<file path="config.mk">
export PLATFORM = sky130hd
export DESIGN_NAME = fp_div_bf16
export DESIGN_NICKNAME = d
export VERILOG_FILES = /design/src/rtl/fp_div_bf16_pkg.sv /design/src/rtl/fp_div_bf16_round_pack.sv /design/src/rtl/fp_div_bf16.sv
export SDC_FILE = /design/constraint.sdc
export NUM_CORES = 1
export LEC_CHECK = 0
export ABC_AREA = 1
export CORE_ASPECT_RATIO = 0.6
export CORE_MARGIN = 5
export CORE_UTILIZATION = 52
export CTS_CLUSTER_SIZE = 16
export DETAILED_ROUTE_END_ITERATION = 16
export GPL_TIMING_DRIVEN = 0
export PLACE_DENSITY = 0.78
export RECOVER_POWER = 50
export SLEW_MARGIN = 10
export SYNTH_ARGS = -nofsm -noshare
export SYNTH_HDL_FRONTEND = slang
export SYNTH_HIERARCHICAL = 1
export SYNTH_SLANG_ARGS = --single-unit
</file>
<file path="constraint.sdc">
create_clock -name clk_i -period 4.73 [get_ports clk_i]
set_input_delay 0.7095 -clock clk_i [delete_from_list [all_inputs] [get_ports clk_i]]
set_output_delay 0.7095 -clock clk_i [all_outputs]
set_load 0.1 [all_outputs]
</file>
<file path="src/rtl/fp_div_bf16_pkg.sv">
// rtl/fp_div_bf16_pkg.sv - shared bfloat16 constants, fflags indices and divider state type
package fp_div_bf16_pkg;

  localparam int BF16_EXP_W = 8;
  localparam int BF16_MAN_W = 7;
  localparam int BF16_BIAS  = 127;

  localparam logic [15:0] BF16_QNAN = 16'h7FC0;

  // Bit positions inside the 5-bit {NV, DZ, OF, UF, NX} flag vector
  localparam int FF_NV = 4;
  localparam int FF_DZ = 3;
  localparam int FF_OF = 2;
  localparam int FF_UF = 1;
  localparam int FF_NX = 0;

  localparam logic [3:0] DIV_LAST_ITER = 4'd9;

  typedef enum logic [1:0] {
    IDLE = 2'd0,
    DIV  = 2'd1,
    RND  = 2'd2,
    DONE = 2'd3
  } div_state_e;

endpackage

</file>
<file path="src/rtl/fp_div_bf16_round_pack.sv">
// rtl/fp_div_bf16_round_pack.sv - normalize, round-to-nearest-even, range check and pack
module bf16_round_pack
  import fp_div_bf16_pkg::*;
(
  input  logic              sign,
  input  logic signed [9:0] e,
  input  logic [9:0]        q,
  input  logic              rem_nz,
  output logic [15:0]       result,
  output logic [4:0]        flags
);

  logic signed [9:0] e_adj;
  logic signed [9:0] e_rnd;
  logic [8:0]        sig;
  logic              guard;
  logic              sticky;
  logic              round_up;
  logic [8:0]        mant_sum;
  logic [BF16_MAN_W-1:0] mant;

  always_comb begin
    e_adj  = e;
    sig    = q[9:1];
    sticky = q[0] | rem_nz;
    if (!q[9]) begin
      sig    = q[8:0];
      sticky = rem_nz;
      e_adj  = e - 10'sd1;
    end
    guard    = sig[0];
    round_up = guard & (sticky | sig[1]);
    mant_sum = {1'b0, sig[8:1]} + {8'd0, round_up};
    e_rnd    = e_adj;
    mant     = mant_sum[6:0];
    // Carry out of the hidden bit renormalizes to 1.0 x 2^(e+1)
    if (mant_sum[8]) begin
      e_rnd = e_adj + 10'sd1;
      mant  = mant_sum[7:1];
    end

    result = 16'h0000;
    flags  = 5'b00000;
    if (e_rnd >= 10'sd255) begin
      result        = {sign, 8'hFF, 7'h00};
      flags[FF_OF]  = 1'b1;
      flags[FF_NX]  = 1'b1;
    end else if (e_rnd <= 10'sd0) begin
      result        = {sign, 15'h0000};
      flags[FF_UF]  = 1'b1;
      flags[FF_NX]  = 1'b1;
    end else begin
      result        = {sign, e_rnd[7:0], mant};
      flags[FF_NX]  = guard | sticky;
    end
  end

endmodule

</file>
<file path="src/rtl/fp_div_bf16.sv">
// rtl/fp_div_bf16.sv - iterative restoring bfloat16 divider with valid/ready request and result
module fp_div_bf16
  import fp_div_bf16_pkg::*;
(
  input  logic        clk_i,
  input  logic        rst_i,
  input  logic        valid_i,
  output logic        ready_o,
  input  logic [31:0] operand_a_i,
  input  logic [15:0] operand_b_i,
  output logic        valid_o,
  input  logic        ready_i,
  output logic [31:0] result_o,
  output logic [4:0]  fflags_o
);

  div_state_e        state;
  logic [3:0]        cnt;
  logic              sign;
  logic signed [9:0] e;
  logic [7:0]        mb;
  logic [8:0]        rem;
  logic [9:0]        q;

  logic                  sa, sb;
  logic [BF16_EXP_W-1:0] ea, eb;
  logic [BF16_MAN_W-1:0] fa, fb;
  logic                  a_zero, b_zero, a_inf, b_inf, a_nan, b_nan;
  logic signed [9:0]     e_init;
  logic                  special;
  logic [15:0]           sp_result;
  logic [4:0]            sp_flags;
  logic                  rem_ge;
  logic [8:0]            rem_sub;
  logic [8:0]            rem_next;
  logic [15:0]           rp_result;
  logic [4:0]            rp_flags;
  logic                  unused_low;

  assign sa = operand_a_i[31];
  assign ea = operand_a_i[30:23];
  assign fa = operand_a_i[22:16];
  assign sb = operand_b_i[15];
  assign eb = operand_b_i[14:7];
  assign fb = operand_b_i[6:0];
  assign unused_low = ^operand_a_i[15:0];

  // Subnormals are flushed: a zero exponent is treated as zero whatever the mantissa
  assign a_zero = (ea == 8'h00);
  assign b_zero = (eb == 8'h00);
  assign a_inf  = (ea == 8'hFF) && (fa == 7'h00);
  assign b_inf  = (eb == 8'hFF) && (fb == 7'h00);
  assign a_nan  = (ea == 8'hFF) && (fa != 7'h00);
  assign b_nan  = (eb == 8'hFF) && (fb != 7'h00);

  assign e_init = $signed({2'b00, ea}) - $signed({2'b00, eb}) + 10'(BF16_BIAS);

  always_comb begin
    special   = 1'b1;
    sp_result = 16'h0000;
    sp_flags  = 5'b00000;
    if (a_nan || b_nan) begin
      sp_result       = BF16_QNAN;
      sp_flags[FF_NV] = (a_nan && !fa[6]) || (b_nan && !fb[6]);
    end else if ((a_zero && b_zero) || (a_inf && b_inf)) begin
      sp_result       = BF16_QNAN;
      sp_flags[FF_NV] = 1'b1;
    end else if (a_inf) begin
      sp_result = {sa ^ sb, 8'hFF, 7'h00};
    end else if (b_zero) begin
      sp_result       = {sa ^ sb, 8'hFF, 7'h00};
      sp_flags[FF_DZ] = 1'b1;
    end else if (a_zero || b_inf) begin
      sp_result = {sa ^ sb, 15'h0000};
    end else begin
      special = 1'b0;
    end
  end

  // Partial remainder stays below 2*mb, so 9 bits hold it across the shift
  assign rem_ge   = (rem >= {1'b0, mb});
  assign rem_sub  = rem_ge ? (rem - {1'b0, mb}) : rem;
  assign rem_next = rem_sub << 1;

  bf16_round_pack u_round_pack (
    .sign   (sign),
    .e      (e),
    .q      (q),
    .rem_nz (rem != 9'd0),
    .result (rp_result),
    .flags  (rp_flags)
  );

  always_ff @(posedge clk_i) begin
    if (rst_i) begin
      state    <= IDLE;
      cnt      <= 4'd0;
      sign     <= 1'b0;
      e        <= 10'sd0;
      mb       <= 8'd0;
      rem      <= 9'd0;
      q        <= 10'd0;
      result_o <= 32'd0;
      fflags_o <= 5'd0;
    end else begin
      case (state)
        IDLE: begin
          if (valid_i) begin
            sign <= sa ^ sb;
            e    <= e_init;
            mb   <= {1'b1, fb};
            rem  <= {2'b01, fa};
            q    <= 10'd0;
            cnt  <= 4'd0;
            if (special) begin
              result_o <= {sp_result, 16'h0000};
              fflags_o <= sp_flags;
              state    <= DONE;
            end else begin
              state <= DIV;
            end
          end
        end
        DIV: begin
          rem <= rem_next;
          q   <= {q[8:0], rem_ge};
          if (cnt == DIV_LAST_ITER) begin
            state <= RND;
          end else begin
            cnt <= cnt + 4'd1;
          end
        end
        RND: begin
          result_o <= {rp_result, 16'h0000};
          fflags_o <= rp_flags;
          state    <= DONE;
        end
        DONE: begin
          if (ready_i) begin
            state <= IDLE;
          end
        end
        default: state <= IDLE;
      endcase
    end
  end

  assign ready_o = (state == IDLE);
  assign valid_o = (state == DONE);

endmodule

</file>
==> impl_results.md <==
* Detail Route Antenna Nets at 0
* Req. time, crit path at 4.94 ns
* Initial antenna violation count at 0
* Cell chain of the critical path: buf_6, buf_6, mux2i_1, nor2_1, ha_1, nand2_1, nor2_1, nand2_2, o21ai_1, nand2_1, nor2_1, nand2_1, nor2_1, nand2_2, nand3b_1, nor2_1, nand2_1, a21boi_0, a21oi_2
* WP buf/inv at 2
* Top-Level Pins at 91
* Slew headroom at 35.0%
* Tot GR Track Use at 23.3%
* WS Path Type: reg2reg
* Post-layout min period at 3.19 ns
* TritonCTS clock tree: yes
* Setup-failing EPs final at 0
* Area contributors post-synth: dfxtp_1 24%, nand2_1 17%, nor2_1 7.0%
* Starting Density at 54.2%
* Drt total wl at 14300 µm
* Grt ovf at 0
* Clock Pin Slew Worst Setup and Hold Paths at 0.06 ns
* Buffers on Ports at 58
* Layout Cells excl Fill at 1092
* Worst-Margin Slew at 0.972 ns
* Core ar. at 10100 µm²
* GPL Wtd Cong at 0.964
* Share of cells above drive strength 1 at 12.1%
* Post-Syn Area at 5450 µm²
* Pre-antenna DRT Iters at 5
* First-pass GRT wire length at 23500 µm
* Fin. Hold Viols at 0
* Worst r2r path cells at 19
* Post-synthesis sequential area ratio at 23.9%
* Largest net degree at the start of global routing at 14
* H-tree Lvls at 3
* Site row count at 28
* Tot Pwr at 0.00459 W
* Worst Skew at 0.00552 ns
* CP Capture Type: flip-flop
* Yosys reg bits at 65
* Syn avg cell area at 6.28 µm²
* Final Max Tran Viols at 0
* WHS Path Cells at 2
* Setup tns final at 0 ns
* Pwr Density at 703 nW/µm²
* Most frequent cells in the layout: 246 x nand2_1, 102 x inv_1, 101 x nor2_1, 65 x dfxtp_1, 57 x nand3_1
* CP Launch Type: flip-flop
* Status: complete, no violations
* Crit Path Max Fanout at 10
* Routed len/inst at 13.1 µm
* Vias in the first global route at 4802
* Static leakage at 3.10 nW
* Critical Path AT at 3.40 ns
* Iter 0 DRT Violations at 374
* CTS resizes at 0
* HPWL after DPL at 11400 µm
* Netlist cell types at 53
* Final core utilization at 65.0%
* Synth area leader: dfxtp_1
* CTS Hold Buffers Added at 0
* Slowest CP cell: dfxtp_1
* Commonest non-fill, non-tap cell in the layout: nand2_1
* Synth warn at 6
* Layout Nets at 1032
* # DRC at 0
* TritonCTS buffer count at 9
* Placed Cells at 1076
* Post-CTS setup buffers at 0
* Detailed-route vias per instance at 5.05
* Fmax at 314 MHz
* Die Area at 12700 µm²
* RSZ-0062 raised after global routing: no
* Worst path max stage delay at 0.35 ns
* Die X at 142 µm
* Max cap viols at 0
* Peak supply drop at 0.573 mV
* CTS root buffer: clkbuf_16
* Async set-reset flop share out of synthesis at 0%
* Period utilization at 67.4%
* Skew-Pair Late Insertion Delay at 0.34 ns
* Post-synth EDFFs at 0
* Hold Path Class: reg2reg
* Ant diodes at 0
* Clk sinks at 65
* Area share of the largest cell type after synthesis at 23.9%
* Die height at 89.3 µm
* Critical path depth at 19
* Via count at 5519
* Synthesis-to-layout area growth at 19.9%
* CP top delay family: simple AND/OR/NAND/NOR gates
* Top FF cell, synth: dfxtp_1
* Crit-path most repeated cell: nor2_1
* Buffers from clock root to sink, at most at 2
* Post-Synthesis Cells at 867
-- state kept, by name, summed over array words and instances (netlist names) --
register  count
e            10
state         2
q            10
cnt           4
result_o     16
fflags_o      5
sign          1
rem           9
mb            8
-- routing by layer --
layer | global-route usage, % | part of all wire [%] | vias up
li1 | - | - | 2890
met4 | 6.01 | 1.2 | 0
met5 | 0 | 0 | -
met2 | 31.4 | 37 | 166
met3 | 6.57 | 8.3 | 17
met1 | 35.7 | 54 | 2446
-- kinds of logic after synthesis --
group / after synthesis / share of synthesized area (%)
and+or+nand+nor: 485 / 40.4
buffers and inverters: 150 / 13.5
AOI/OAI and AO/OA: 120 / 12.7
DFF: 65 / 23.9
adders and majority gates: 28 / 6.57
xor gates and xnor gates: 15 / 2.41
other: 2 / 0.138
muxes: 2 / 0.367
-- where the power goes --
part	internal [W]	leakage [nW]	switching (W)
Combinational	0.000891	2.42	0.00217
Clock	0.000412	0.146	0.000270
Sequential	0.000721	0.533	0.000130
-- cells in the mapped netlist (all sizes together), types with 2 or more instances --
cell type	instances
a211oi	2
a21boi	3
a21oi	51
buf	31
clkbuf	8
conb	2
dfxtp	65
ha	27
inv	109
mux2i	2
nand2	270
nand3	59
nand3b	4
nand4	14
nor2	127
nor3	6
o21a	3
o21ai	56
o221ai	2
or2	3
xnor2	4
xor2	11
-- final timing paths --
path	start	endpoint	slack [ns]
min reg2reg	mb[2]	mb[2]	0.47
min	mb[2]	mb[2]	0.47
max reg2reg	q[9]	result_o[22]	1.54
max	q[9]	result_o[22]	1.54
-- layout make-up --
cell class	count	area [µm²]
fillers	934	3520
flip-flops and latches	65	1300
inverters	110	428
clock buffers	9	225
clock inverters	7	77.6
well taps	135	169
repair buffers	58	581
plain buffers	40	305
multi-input cells	668	3450
-- stage by stage --
step	hold slack, ns	setup WS (ns)	area [µm²]
finish	0.468	1.54	6540
global route	0.501	1.20	6540
CTS	0.472	1.61	6560
detailed placement	0.455	1.64	6260
global placement	0.449	1.68	6260
floorplan	0.435	2.16	5510
-- tightest hold or removal path, delay by kind of cell, from the launching register on --
family          cells  cell delay, ns
buf+inv             1            0.06
flops               1            0.30
compound gates      1            0.06
Note: power is estimated with default switching activity, not from simulation.
